<file path="config.mk">
export PLATFORM = sky130hd
export DESIGN_NAME = clock_setter_flat
export DESIGN_NICKNAME = d
export VERILOG_FILES = /design/src/rtl/clock_setter_if.sv /design/src/rtl/clock_setter.sv /design/src/flat_wrapper.sv
export SDC_FILE = /design/constraint.sdc
export NUM_CORES = 1
export LEC_CHECK = 0
export CAP_MARGIN = 5
export CELL_PAD_IN_SITES_DETAIL_PLACEMENT = 1
export CELL_PAD_IN_SITES_GLOBAL_PLACEMENT = 1
export CORE_MARGIN = 5
export CORE_UTILIZATION = 35
export CTS_BUF_LIST = sky130_fd_sc_hd__clkbuf_4
export DETAILED_ROUTE_END_ITERATION = 12
export PLACE_DENSITY = 0.83
export SLEW_MARGIN = 15
export SYNTH_ARGS = -nofsm -noshare
export SYNTH_HDL_FRONTEND = slang
export SYNTH_SLANG_ARGS = --single-unit
</file>
<file path="constraint.sdc">
create_clock -name Pulse -period 2.6 [get_ports Pulse]
set_clock_uncertainty 0.1 [all_clocks]
set_input_delay 0.65 -clock Pulse [delete_from_list [all_inputs] [get_ports Pulse]]
set_output_delay 0.65 -clock Pulse [all_outputs]
set_load 0.05 [all_outputs]
</file>
<file path="src/rtl/clock_setter_if.sv">
// Bus between clock_setter and its environment: set request, targets, live clock values,
// button drives back to the clock, and run status.
interface clock_setter_if;
    logic       Start;
    logic       Cancel;
    logic [6:0] TgtMin;
    logic [6:0] TgtHrs;
    logic       TgtPm;
    logic [2:0] TgtDay;
    logic [4:0] TgtDate;
    logic [3:0] TgtMonth;
    logic [6:0] TMin;
    logic [6:0] THrs;
    logic       TPm;
    logic [2:0] TDay;
    logic [4:0] TDate;
    logic [3:0] TMonth;
    logic       Timeset;
    logic       Monthadv;
    logic       Dateadv;
    logic       Dayadv;
    logic       Hrsadv;
    logic       Minadv;
    logic       Busy;
    logic       Done;
    logic       Err;

    modport master (
        output Start, Cancel, TgtMin, TgtHrs, TgtPm, TgtDay, TgtDate, TgtMonth,
        output TMin, THrs, TPm, TDay, TDate, TMonth,
        input  Timeset, Monthadv, Dateadv, Dayadv, Hrsadv, Minadv, Busy, Done, Err
    );

    modport slave (
        input  Start, Cancel, TgtMin, TgtHrs, TgtPm, TgtDay, TgtDate, TgtMonth,
        input  TMin, THrs, TPm, TDay, TDate, TMonth,
        output Timeset, Monthadv, Dateadv, Dayadv, Hrsadv, Minadv, Busy, Done, Err
    );
endinterface

</file>
<file path="src/rtl/clock_setter.sv">
// Steps a button-driven clock to a captured target time/date, one field at a time.
// Define SETTER_VERIFY_EN to add a final all-field VERIFY cycle after the minute field.
module clock_setter (
    input  logic          Pulse,
    input  logic          Reset,
    clock_setter_if.slave bus
);

    typedef enum logic [3:0] {
        S_IDLE     = 4'd0,
        S_CHECKARG = 4'd1,
        S_SETUP    = 4'd2,
        S_MONTH    = 4'd3,
        S_DATE     = 4'd4,
        S_DAY      = 4'd5,
        S_HRS      = 4'd6,
        S_MIN      = 4'd7,
`ifdef SETTER_VERIFY_EN
        S_VERIFY   = 4'd8,
`endif
        S_FINISH   = 4'd9,
        S_FAIL     = 4'd10
    } state_t;

    state_t     state_r;
    logic       phase_adv_r;
    logic [5:0] adv_cnt_r;
    logic [6:0] tgt_min_r;
    logic [6:0] tgt_hrs_r;
    logic       tgt_pm_r;
    logic [2:0] tgt_day_r;
    logic [4:0] tgt_date_r;
    logic [3:0] tgt_month_r;
    logic       timeset_r;
    logic [4:0] adv_r;
    logic       busy_r;
    logic       done_r;
    logic       err_r;

    logic       field_match_s;
    logic [4:0] field_adv_s;
    logic       targets_valid_s;
    state_t     field_next_s;

    // Field that follows the current one; the minute field hands over to the finish path.
    function automatic state_t next_field(input state_t cur);
        case (cur)
            S_MONTH: next_field = S_DATE;
            S_DATE:  next_field = S_DAY;
            S_DAY:   next_field = S_HRS;
            S_HRS:   next_field = S_MIN;
`ifdef SETTER_VERIFY_EN
            S_MIN:   next_field = S_VERIFY;
`else
            S_MIN:   next_field = S_FINISH;
`endif
            default: next_field = S_FAIL;
        endcase
    endfunction

    assign targets_valid_s = (tgt_min_r <= 7'd59) && (tgt_hrs_r <= 7'd11) &&
                             (tgt_day_r <= 3'd6) && (tgt_date_r <= 5'd30) &&
                             (tgt_month_r <= 4'd11);
    assign field_next_s = next_field(state_r);

    // Live-vs-target comparison and advance line for whichever field is being set.
    always_comb begin
        field_match_s = 1'b0;
        field_adv_s   = 5'b00000;
        case (state_r)
            S_MONTH: begin
                field_match_s = (bus.TMonth == tgt_month_r);
                field_adv_s   = 5'b10000;
            end
            S_DATE: begin
                field_match_s = (bus.TDate == tgt_date_r);
                field_adv_s   = 5'b01000;
            end
            S_DAY: begin
                field_match_s = (bus.TDay == tgt_day_r);
                field_adv_s   = 5'b00100;
            end
            S_HRS: begin
                // PM flips only when the clock wraps past 11, so both must agree.
                field_match_s = (bus.THrs == tgt_hrs_r) && (bus.TPm == tgt_pm_r);
                field_adv_s   = 5'b00010;
            end
            S_MIN: begin
                field_match_s = (bus.TMin == tgt_min_r);
                field_adv_s   = 5'b00001;
            end
            default: begin
                field_match_s = 1'b0;
                field_adv_s   = 5'b00000;
            end
        endcase
    end

`ifdef SETTER_VERIFY_EN
    logic all_match_s;
    assign all_match_s = (bus.TMonth == tgt_month_r) && (bus.TDate == tgt_date_r) &&
                         (bus.TDay == tgt_day_r) && (bus.THrs == tgt_hrs_r) &&
                         (bus.TPm == tgt_pm_r) && (bus.TMin == tgt_min_r);
`endif

    // Sequencer: state, advance counter, captured targets and all registered outputs.
    always_ff @(posedge Pulse) begin
        if (Reset) begin
            state_r     <= S_IDLE;
            phase_adv_r <= 1'b0;
            adv_cnt_r   <= 6'd0;
            tgt_min_r   <= 7'd0;
            tgt_hrs_r   <= 7'd0;
            tgt_pm_r    <= 1'b0;
            tgt_day_r   <= 3'd0;
            tgt_date_r  <= 5'd0;
            tgt_month_r <= 4'd0;
            timeset_r   <= 1'b0;
            adv_r       <= 5'b00000;
            busy_r      <= 1'b0;
            done_r      <= 1'b0;
            err_r       <= 1'b0;
        end else if ((state_r != S_IDLE) && bus.Cancel) begin
            state_r     <= S_IDLE;
            phase_adv_r <= 1'b0;
            adv_cnt_r   <= 6'd0;
            timeset_r   <= 1'b0;
            adv_r       <= 5'b00000;
            busy_r      <= 1'b0;
            done_r      <= 1'b0;
            err_r       <= 1'b0;
        end else begin
            adv_r  <= 5'b00000;
            done_r <= 1'b0;
            err_r  <= 1'b0;
            case (state_r)
                S_IDLE: begin
                    if (bus.Start) begin
                        state_r     <= S_CHECKARG;
                        tgt_min_r   <= bus.TgtMin;
                        tgt_hrs_r   <= bus.TgtHrs;
                        tgt_pm_r    <= bus.TgtPm;
                        tgt_day_r   <= bus.TgtDay;
                        tgt_date_r  <= bus.TgtDate;
                        tgt_month_r <= bus.TgtMonth;
                        busy_r      <= 1'b1;
                    end else begin
                        busy_r      <= 1'b0;
                    end
                    timeset_r <= 1'b0;
                end
                S_CHECKARG: begin
                    if (targets_valid_s) begin
                        state_r   <= S_SETUP;
                        timeset_r <= 1'b1;
                    end else begin
                        state_r   <= S_FAIL;
                        err_r     <= 1'b1;
                    end
                end
                S_SETUP: begin
                    state_r     <= S_MONTH;
                    phase_adv_r <= 1'b0;
                    adv_cnt_r   <= 6'd0;
                end
                S_MONTH, S_DATE, S_DAY, S_HRS, S_MIN: begin
                    if (phase_adv_r) begin
                        phase_adv_r <= 1'b0;
                    end else if (field_match_s) begin
                        state_r   <= field_next_s;
                        adv_cnt_r <= 6'd0;
                        if (field_next_s == S_FINISH) begin
                            timeset_r <= 1'b0;
                            done_r    <= 1'b1;
                        end else begin
                            timeset_r <= 1'b1;
                        end
                    end else if (adv_cnt_r == 6'd48) begin
                        state_r   <= S_FAIL;
                        adv_cnt_r <= 6'd0;
                        timeset_r <= 1'b0;
                        err_r     <= 1'b1;
                    end else begin
                        phase_adv_r <= 1'b1;
                        adv_cnt_r   <= adv_cnt_r + 6'd1;
                        adv_r       <= field_adv_s;
                    end
                end
`ifdef SETTER_VERIFY_EN
                S_VERIFY: begin
                    // Minute advances on some clocks carry into hours; catch that here.
                    timeset_r <= 1'b0;
                    if (all_match_s) begin
                        state_r <= S_FINISH;
                        done_r  <= 1'b1;
                    end else begin
                        state_r <= S_FAIL;
                        err_r   <= 1'b1;
                    end
                end
`endif
                S_FINISH, S_FAIL: begin
                    state_r   <= S_IDLE;
                    timeset_r <= 1'b0;
                    busy_r    <= 1'b0;
                end
                default: begin
                    state_r   <= S_IDLE;
                    timeset_r <= 1'b0;
                    busy_r    <= 1'b0;
                end
            endcase
        end
    end

    assign bus.Timeset  = timeset_r;
    assign bus.Monthadv = adv_r[4];
    assign bus.Dateadv  = adv_r[3];
    assign bus.Dayadv   = adv_r[2];
    assign bus.Hrsadv   = adv_r[1];
    assign bus.Minadv   = adv_r[0];
    assign bus.Busy     = busy_r;
    assign bus.Done     = done_r;
    assign bus.Err      = err_r;

endmodule

</file>
<file path="src/flat_wrapper.sv">
// flat-port wrapper written by rule: the top's interface ports become plain ports
module clock_setter_flat 
  (Pulse, Reset, bus_Start, bus_Cancel, bus_TgtMin, bus_TgtHrs, bus_TgtPm, bus_TgtDay, bus_TgtDate, bus_TgtMonth, bus_TMin, bus_THrs, bus_TPm, bus_TDay, bus_TDate, bus_TMonth, bus_Timeset, bus_Monthadv, bus_Dateadv, bus_Dayadv, bus_Hrsadv, bus_Minadv, bus_Busy, bus_Done, bus_Err);
  clock_setter_if bus_i ();
  input  logic Pulse;
  input  logic Reset;
  input wire logic [$bits(bus_i.Start)-1:0] bus_Start;
  input wire logic [$bits(bus_i.Cancel)-1:0] bus_Cancel;
  input wire logic [$bits(bus_i.TgtMin)-1:0] bus_TgtMin;
  input wire logic [$bits(bus_i.TgtHrs)-1:0] bus_TgtHrs;
  input wire logic [$bits(bus_i.TgtPm)-1:0] bus_TgtPm;
  input wire logic [$bits(bus_i.TgtDay)-1:0] bus_TgtDay;
  input wire logic [$bits(bus_i.TgtDate)-1:0] bus_TgtDate;
  input wire logic [$bits(bus_i.TgtMonth)-1:0] bus_TgtMonth;
  input wire logic [$bits(bus_i.TMin)-1:0] bus_TMin;
  input wire logic [$bits(bus_i.THrs)-1:0] bus_THrs;
  input wire logic [$bits(bus_i.TPm)-1:0] bus_TPm;
  input wire logic [$bits(bus_i.TDay)-1:0] bus_TDay;
  input wire logic [$bits(bus_i.TDate)-1:0] bus_TDate;
  input wire logic [$bits(bus_i.TMonth)-1:0] bus_TMonth;
  output wire logic [$bits(bus_i.Timeset)-1:0] bus_Timeset;
  output wire logic [$bits(bus_i.Monthadv)-1:0] bus_Monthadv;
  output wire logic [$bits(bus_i.Dateadv)-1:0] bus_Dateadv;
  output wire logic [$bits(bus_i.Dayadv)-1:0] bus_Dayadv;
  output wire logic [$bits(bus_i.Hrsadv)-1:0] bus_Hrsadv;
  output wire logic [$bits(bus_i.Minadv)-1:0] bus_Minadv;
  output wire logic [$bits(bus_i.Busy)-1:0] bus_Busy;
  output wire logic [$bits(bus_i.Done)-1:0] bus_Done;
  output wire logic [$bits(bus_i.Err)-1:0] bus_Err;
  assign bus_i.Start = bus_Start;
  assign bus_i.Cancel = bus_Cancel;
  assign bus_i.TgtMin = bus_TgtMin;
  assign bus_i.TgtHrs = bus_TgtHrs;
  assign bus_i.TgtPm = bus_TgtPm;
  assign bus_i.TgtDay = bus_TgtDay;
  assign bus_i.TgtDate = bus_TgtDate;
  assign bus_i.TgtMonth = bus_TgtMonth;
  assign bus_i.TMin = bus_TMin;
  assign bus_i.THrs = bus_THrs;
  assign bus_i.TPm = bus_TPm;
  assign bus_i.TDay = bus_TDay;
  assign bus_i.TDate = bus_TDate;
  assign bus_i.TMonth = bus_TMonth;
  assign bus_Timeset = bus_i.Timeset;
  assign bus_Monthadv = bus_i.Monthadv;
  assign bus_Dateadv = bus_i.Dateadv;
  assign bus_Dayadv = bus_i.Dayadv;
  assign bus_Hrsadv = bus_i.Hrsadv;
  assign bus_Minadv = bus_i.Minadv;
  assign bus_Busy = bus_i.Busy;
  assign bus_Done = bus_i.Done;
  assign bus_Err = bus_i.Err;
  clock_setter u_core (.Pulse(Pulse), .Reset(Reset), .bus(bus_i));
endmodule
</file>
==> impl_metrics.tcl, run 1 <==
set metrics [dict create \
    syn_area_per_cell_um2 8.16 \
    tightest_slew_ns 0.544 \
    synth_top_cell_by_area "dfxtp_1" \
    cts_root_buffer "clkbuf_4" \
    row_count 30 \
    top_layer_used "met4" \
    fin_util_pct 48.9 \
    post-dp-hpwl_um 5400 \
    place.gp.congestion 0.787 \
    fin_area_mm2 0.00327 \
    fin_crit_ns 2.53 \
    grt_first_pass_wirelength_um 11300 \
    ys.flop_type "dfxtp_1" \
    antenna_found_initial 0 \
    start_util_pct 35.4 \
    post_cts_hold_buffer_count 0 \
    placed_area_mm2 0.00317 \
    final_cell_mix "nand2_1 (65), clkdlybuf4s50_1 (65), dfxtp_1 (46)" \
    irDropWorstVdd_uv 206 \
    fin_crit_sh_pct 97.4 \
    route.met3.wl_um 418 \
    cts.sinks 47 \
    power.leakage_nw 1.21 \
    path_max_fanout 4 \
    top_level_ports 67 \
    nets 426 \
    clock_latency_ns 0.36 \
    dieArea_mm2 0.00851 \
    clock.fmax_ghz 0.395 \
    drtIter0Drc 72 \
    wl_per_cell_um 15.3 \
    cts_tree "yes" \
    synth_area_leaders "dfxtp_1 (40%), nand2_1 (10%), a21oi_1 (8.0%), xnor2_1 (7.8%), nor2_1 (2.7%)" \
    cts_buffer_depth 2 \
    vias 2292 \
    p_per_area_mw_per_mm2 523 \
    synthArstFlopShare_pct 0 \
    ys_ff_latch 47 \
    outcome "completed" \
    min_path_type "reg2reg" \
    setup-violations-final 0 \
    cts_buffers 5 \
    cp.required_ns 2.80 \
    synth_seq_area_share_pct 39.7 \
    drive_gt1_share_pct 11.2 \
    dr.pass1.iters 4 \
    cp-start-kind "input port" \
    ys_warn_count 0 \
    grtUsageTotal_pct 16.5 \
    chipHeight_um 92.2 \
    cts.htree.levels 2 \
    clk_pin_slew_ns 0.14 \
    report.final.slew_viol_count 0 \
    grt-ovfl-total 0 \
    syn_inst 290 \
    path_class "in2reg" \
    die_w_um 92.2 \
    synth_edf_count 0 \
    endpoint_kind "register" \
    hold_violations 0 \
    via_per_inst 5.13 \
    port_buffers 66 \
    ant_nets 0 \
    grt_max_degree 28 \
    wl_met1_um 2880 \
    grt_setup_unrepaired "true" \
    cap_viol_max_count 0 \
    routed_wl_um 6850 \
    num_antenna_cells 0 \
    drc_errors 0 \
    syn_to_final_growth_pct 37.9 \
    post_synth_num_cell_types 48 \
    synth_top_area_share_pct 39.7 \
    slew-limit-headroom_pct 63.7 \
    coreArea_mm2 0.00668 \
    hold_slack_ns 0.382 \
    dr_wl_met2_um 3520 \
    syn-cell-area_mm2 0.00237 \
    grt_pass1_vias 2363 \
    syn-num-nets 350 \
    worstPathArrival_ns 2.74 \
]
logic make-up after synthesis:
logic type      synth area share, %
compound gates                 14.8
fa+ha+maj                      1.06
xor+xnor                       9.99
simple gates                   29.6
buf+inv                        3.96
flops                          39.7
mux                           0.846
stage by stage:
step | setup TNS (ns) | instances | setup slack, ns | total power [mW]
after floorplan | 0 | 290 | 0.311 | 1.16
after global placement | -2.02 | 438 | -0.219 | 1.35
after detailed placement | -2.75 | 438 | -0.287 | 1.37
after CTS | 0 | 446 | 0.0843 | 1.72
after global routing | -0.0538 | 447 | -0.0264 | 1.81
final | 0 | 447 | 0.0667 | 1.71
state kept, by name, summed over array words and instances, names as in the netlist:
name,count
u_core.bus.Err,1
u_core.tgt_day_r,3
u_core.bus.Timeset,1
u_core.state_r,4
u_core.bus.Busy,1
u_core.tgt_hrs_r,7
u_core.bus.Done,1
u_core.tgt_min_r,7
u_core.adv_r,5
u_core.tgt_month_r,4
u_core.tgt_pm_r,1
u_core.phase_adv_r,1
u_core.tgt_date_r,5
u_core.adv_cnt_r,6
report_power, final:
group | switching, mW | total, mW | internal (mW) | leakage [nW]
sequential | 0.0716 | 0.854 | 0.783 | 0.384
clock | 0.235 | 0.362 | 0.127 | 0.0361
combinational | 0.249 | 0.490 | 0.241 | 0.785
total | 0.556 | 1.71 | 1.15 | 1.21
per-layer routing:
metal / GRT usage (%) / vias up
met5: 0 / -
met4: 3.34 / 0
met3: 4.92 / 3
met2: 30.3 / 62
met1: 18.7 / 1076
li1: - / 1151
worst max-delay path, cell delays in order:
cell	delay [ns]
clkdlybuf4s50_1	0.48
xor2_1	0.15
nor3_1	0.09
and2_4	0.16
nor4b_4	0.40
clkbuf_16	0.21
nand2_2	0.05
or4_4	0.41
a21oi_2	0.13
area by class of cell:
type / count / area (um2)
clock buffers: 7 / 52.6
flip-flops and latches: 47 / 942
repair buffers: 83 / 808
well taps: 80 / 100
fillers: 823 / 3420
multi-input cells: 226 / 1350
inverters: 3 / 11.3
clock inverters: 1 / 5.00
timing repair:
| action | in CTS | in global routing |
|---|---|---|
| buffers inserted | 0 | 1 |
| setup endpoints to repair | 0 | 2 |
| gates resized for setup | 0 | 7 |
cells in the mapped netlist, types with 2 or more instances:
| master | count |
|---|---|
| nand3b_1 | 2 |
| nor2b_1 | 2 |
| mux2i_1 | 2 |
| xnor2_1 | 21 |
| o21ai_0 | 6 |
| clkbuf_1 | 9 |
| or4_1 | 2 |
| xor2_1 | 6 |
| buf_6 | 4 |
| dfxtp_1 | 47 |
| nor4_1 | 3 |
| nor3b_1 | 2 |
| ha_1 | 2 |
| nand3_1 | 10 |
| and3_1 | 2 |
| nor3_1 | 7 |
| o211ai_1 | 2 |
| nand4_1 | 5 |
| nand2_1 | 65 |
| nand4b_1 | 3 |
| a31oi_1 | 2 |
| and2b_1 | 2 |
| a21o_1 | 2 |
| and2_1 | 2 |
| a21oi_1 | 38 |
| nor2_1 | 17 |
| inv_1 | 3 |
| nand2b_1 | 2 |
path summary, 6_finish.rpt:
| path | endpoint | cells past startpoint | slack (ns) | startpoint |
|---|---|---|---|---|
| min | u_core.tgt_hrs_r[0] | 2 | 0.38 | u_core.tgt_hrs_r[0] |
| min reg2reg | u_core.tgt_hrs_r[0] | 2 | 0.38 | u_core.tgt_hrs_r[0] |
| max reg2reg | u_core.bus.Err | 8 | 0.19 | u_core.state_r[1] |
| max | u_core.bus.Err | 9 | 0.07 | bus_TMonth[3] |
Power figures use the tool's default switching activity.
==> run 2: changes to the inputs <==
--- a/config.mk
+++ b/config.mk
@@ -8,11 +8,13 @@
 export CAP_MARGIN = 5
 export CELL_PAD_IN_SITES_DETAIL_PLACEMENT = 1
 export CELL_PAD_IN_SITES_GLOBAL_PLACEMENT = 1
+export CORE_ASPECT_RATIO = 1.1
 export CORE_MARGIN = 5
-export CORE_UTILIZATION = 35
+export CORE_UTILIZATION = 36
 export CTS_BUF_LIST = sky130_fd_sc_hd__clkbuf_4
 export DETAILED_ROUTE_END_ITERATION = 12
-export PLACE_DENSITY = 0.83
+export PLACE_DENSITY = 0.85
+export RECOVER_POWER = 50
 export SLEW_MARGIN = 15
 export SYNTH_ARGS = -nofsm -noshare
 export SYNTH_HDL_FRONTEND = slang
==> run 2 against run 1 <==
Net effect: final area shrank 1.8%; critical endpoint is now u_core.state_r[0]; via count up 0.48%; critical path depth unchanged; critical path type unchanged; worst hold slack worse by 0.0027 ns; global-route usage increased by 0.30 points.
==> impl_metrics.tcl, run 2 (synthesis results as in run 1) <==
set metrics [dict create \
    ant_nets 0 \
    cap_viol_max_count 0 \
    cp.required_ns 2.79 \
    endpoint_kind "register" \
    p_seq_share_pct 51.0 \
    nets 425 \
    vias 2303 \
    path_max_fanout 5 \
    p_sw_uw 548 \
    hold_violations 0 \
    cts_root_buffer "clkbuf_4" \
    setup-violations-final 0 \
    die_w_um 87.3 \
    row_count 31 \
    drc_errors 0 \
    wl_per_cell_um 15.0 \
    clock.fmax_ghz 0.406 \
    fin_crit_ns 2.46 \
    switching_share_pct 32.8 \
    p_per_area_mw_per_mm2 521 \
    grt-ovfl-total 0 \
    port_buffers 66 \
    post-dp-hpwl_um 5360 \
    fillers 796 \
    dr_wl_met2_um 3380 \
    cts.sinks 47 \
    cts_tree "yes" \
    drtIter0Drc 77 \
    worstPathArrival_ns 2.66 \
    pwr-share-comb_pct 28.4 \
    tightest_slew_ns 0.804 \
    grt_setup_unrepaired "false" \
    top_level_ports 67 \
    post_cts_hold_buffer_count 0 \
    intPower_mw 1.12 \
    route.met3.wl_um 427 \
    slew-limit-headroom_pct 46.4 \
    dr.pass1.iters 4 \
    cts_setup_buffers 0 \
    num_antenna_cells 0 \
    cts.htree.levels 2 \
    cts_buffer_depth 2 \
    fin_crit_sh_pct 94.8 \
    report.final.slew_viol_count 0 \
    outcome "completed" \
    place.gp.congestion 0.838 \
    clock_latency_ns 0.36 \
    layout_commonest_cell "clkdlybuf4s50_1" \
    min_path_type "reg2reg" \
    chipHeight_um 95.1 \
    cts_resized 0 \
    syn_to_final_growth_pct 35.5 \
    grt_first_pass_wirelength_um 11000 \
    power.leakage_nw 1.17 \
    clk_pin_slew_ns 0.13 \
    drive_gt1_share_pct 8.20 \
    power_mw 1.67 \
    grtUsageTotal_pct 16.8 \
    antenna_found_initial 0 \
    routed_wl_um 6730 \
    final_cell_mix "clkdlybuf4s50_1 (66), nand2_1 (65), dfxtp_1 (47)" \
    cts_buffers 5 \
    coreArea_mm2 0.00648 \
    grt_max_degree 28 \
    dieArea_mm2 0.00830 \
    grt_pass1_vias 2421 \
    top_layer_used "met4" \
    path_class "in2reg" \
    cp-start-kind "input port" \
    fin_area_mm2 0.00321 \
    via_per_inst 5.14 \
    placed_area_mm2 0.00317 \
    start_util_pct 36.5 \
    power_frac_clock_pct 20.5 \
    wl_met1_um 2800 \
    reg_top3 "u_core.tgt_hrs_r (7), u_core.tgt_min_r (7), u_core.adv_cnt_r (6)" \
    irDropWorstVdd_uv 295 \
]
## run 2: worst paths after layout
kind | slack (ns) | startpoint | cells after the start | end
worst max-delay path | 0.14 | bus_TMin[0] | 9 | u_core.state_r[0]
worst min-delay path | 0.38 | u_core.tgt_hrs_r[1] | 2 | u_core.tgt_hrs_r[1]
worst max register to register | 0.21 | u_core.state_r[0] | 7 | u_core.state_r[0]
worst min register to register | 0.38 | u_core.tgt_hrs_r[1] | 2 | u_core.tgt_hrs_r[1]
## run 2: power groups by stage
stage / sequential (mW) / combinational, mW / clock (mW)
2_1_floorplan: 0.869 / 0.287 / 0
3_3_place_gp: 0.869 / 0.476 / 0
3_5_place_dp: 0.871 / 0.488 / 0
4_1_cts: 0.855 / 0.489 / 0.352
5_1_grt: 0.862 / 0.526 / 0.377
6_report: 0.853 / 0.475 / 0.343
## run 2: through the flow
stage | setup slack [ns] | instances | utilization (%) | hold slack (ns) | setup TNS (ns)
6_report | 0.136 | 448 | 49.5 | 0.380 | 0
5_1_grt | 0.0149 | 448 | 49.5 | 0.406 | 0
4_1_cts | 0.133 | 448 | 49.7 | 0.382 | 0
3_5_place_dp | -0.238 | 440 | 48.9 | 0.364 | -2.53
3_3_place_gp | -0.205 | 440 | 48.9 | 0.356 | -2.16
2_1_floorplan | 0.311 | 290 | - | 0.348 | 0
## run 2: layout make-up
class                      count  area, um2  area share, %
sequential                    47        941           29.3
multi-input combinational    226       1330           41.5
clock inverter                 2       7.51          0.234
timing repair buffer          82        771           24.0
inverter                       3       11.3          0.351
tap                           82        103           3.20
clock buffer                   6       45.0           1.40
## run 2: layer usage
| metal | GRT usage, % | vias up |
|---|---|---|
| met1 | 18.7 | 1082 |
| met5 | 0 | - |
| met2 | 30.3 | 60 |
| met4 | 5.24 | 0 |
| li1 | - | 1150 |
| met3 | 4.93 | 11 |
## run 2: worst max-delay path: stages
cell             delay (ns)
clkdlybuf4s50_1        0.48
xnor2_1                0.12
nand4_1                0.14
or4_4                  0.58
nor4b_4                0.17
buf_4                  0.17
a21oi_1                0.13
a32oi_1                0.11
nor2_1                 0.10
==> run 3: changes to the inputs <==
--- a/config.mk
+++ b/config.mk
@@ -13,7 +13,7 @@
 export CORE_UTILIZATION = 36
 export CTS_BUF_LIST = sky130_fd_sc_hd__clkbuf_4
 export DETAILED_ROUTE_END_ITERATION = 12
-export PLACE_DENSITY = 0.85
+export PLACE_DENSITY_LB_ADDON = 0.1
 export RECOVER_POWER = 50
 export SLEW_MARGIN = 15
 export SYNTH_ARGS = -nofsm -noshare
==> run 3 against run 2 <==
Net effect: sequential share of layout area is essentially flat; non-clock buffer count is the same; maximum frequency shrank 1.3%; core utilization is essentially flat; worst hold slack gained 0.00071 ns; critical path depth shrank 1; die area is the same; final cell count is the same; global-route usage grew 0.57 points; largest cell class unchanged; highest routed layer unchanged.
==> impl_metrics.tcl, run 3 (synthesis results as in run 1) <==
set metrics [dict create \
    power_mw 1.68 \
    drtIter0Drc 84 \
    tightest_slew_ns 0.792 \
    cts_buffers 5 \
    path_class "in2reg" \
    dieArea_mm2 0.00830 \
    setup-violations-final 0 \
    cts_tree "yes" \
    row_count 31 \
    start_util_pct 36.5 \
    cp.required_ns 2.75 \
    grt-ovfl-total 0 \
    placed_cells 440 \
    cp_slowest_stage_delay_ns 0.47 \
    drc_errors 0 \
    cts.htree.levels 2 \
    irDropWorstVdd_uv 234 \
    reg_top3 "u_core.tgt_hrs_r (7), u_core.tgt_min_r (7), u_core.adv_cnt_r (6)" \
    hp-start "u_core.tgt_hrs_r[1]" \
    grtUsageTotal_pct 17.3 \
    fin_area_mm2 0.00321 \
    chipHeight_um 95.1 \
    outcome "completed" \
    coreArea_mm2 0.00648 \
    vias 2287 \
    fin_util_pct 49.6 \
    placed_area_mm2 0.00317 \
    syn_to_final_growth_pct 35.6 \
    fin_crit_sh_pct 96.0 \
    wl_per_cell_um 15.0 \
    cpMaxStageDelayCell "clkdlybuf4s50_1" \
    slew-limit-headroom_pct 47.2 \
    worstPathArrival_ns 2.65 \
    path_buf_inv 1 \
    hold_slack_ns 0.380 \
    clock_latency_ns 0.35 \
    stdcell_count 448 \
    worstReg2RegStart "u_core.state_r[3]" \
    antenna_found_initial 0 \
    top_level_ports 67 \
    clock.fmax_ghz 0.401 \
    grt_max_degree 28 \
    final_cell_mix "clkdlybuf4s50_1 (66), nand2_1 (65), dfxtp_1 (47)" \
    layout_commonest_cell "clkdlybuf4s50_1" \
    min_path_type "reg2reg" \
    fillers 781 \
    nets 425 \
    cts_buffer_depth 2 \
    num_antenna_cells 0 \
    cts_root_buffer "clkbuf_4" \
    cts.sinks 47 \
    ant_nets 0 \
    port_buffers 66 \
    critical_path.top_delay_family "compound AO/OA/AOI/OAI gates" \
    place.gp.congestion 0.751 \
    endpoint_kind "register" \
    grt_pass1_vias 2355 \
    post_cts_hold_buffer_count 0 \
    cap_viol_max_count 0 \
    power.leakage_nw 1.17 \
    rrSetupSlack_ns 0.20 \
    grt_first_pass_wirelength_um 11200 \
    cp-start-kind "input port" \
    report.final.slew_viol_count 0 \
    dpl_worst_slack_ns -0.302 \
    post-dp-hpwl_um 5390 \
    path_max_fanout 6 \
    fin_setup_tns_ns 0 \
    p_per_area_mw_per_mm2 522 \
    final.setup.worst_slack_ns 0.104 \
    cts_resized 0 \
    die_w_um 87.3 \
    grt_setup_unrepaired "false" \
    via_per_inst 5.10 \
    critical_path.startpoint "bus_TMonth[1]" \
    hold_violations 0 \
    cts_setup_buffers 0 \
    drive_gt1_share_pct 8.47 \
    clk_pin_slew_ns 0.13 \
    fin_crit_ns 2.50 \
    routed_wl_um 6720 \
    dr.pass1.iters 4 \
    worstPathCellList "clkdlybuf4s50_1, xor2_1, nor3_1, and2_1, nor4b_4, a21oi_1, o31a_1, a2111oi_2" \
]
## run 3: final timing paths
path	end	cells past startpoint
min	u_core.tgt_hrs_r[1]	2
max	u_core.state_r[1]	8
min reg2reg	u_core.tgt_hrs_r[1]	2
max reg2reg	u_core.state_r[1]	8
## run 3: worst min-delay path, cell delays in order (launching register included)
cell     delay (ns)
dfxtp_1        0.34
nand2_1        0.06
a21oi_1        0.05
## run 3: routing by layer
metal,track usage [%],wire length (um),up-vias
li1,-,-,1152
met1,18.8,2680,1088
met2,33.0,3640,40
met3,4.06,308,7
met4,4.86,95,0
met5,0,0,-
## run 3: final cells by class
cell class              count  area, um2  share of cell area (%)
multi-input cells         226       1330                    41.5
flip-flops and latches     47        941                    29.3
repair buffers             82        771                    24.0
well taps                  82        103                    3.20
clock buffers               6       45.0                    1.40
inverters                   3       11.3                   0.351
clock inverters             2       7.51                   0.234
## run 3: power by group
group	switching [mW]	internal [mW]	leakage [nW]
Clock	0.225	0.111	0.0307
Sequential	0.0706	0.782	0.383
Combinational	0.247	0.239	0.752
Total	0.542	1.13	1.17
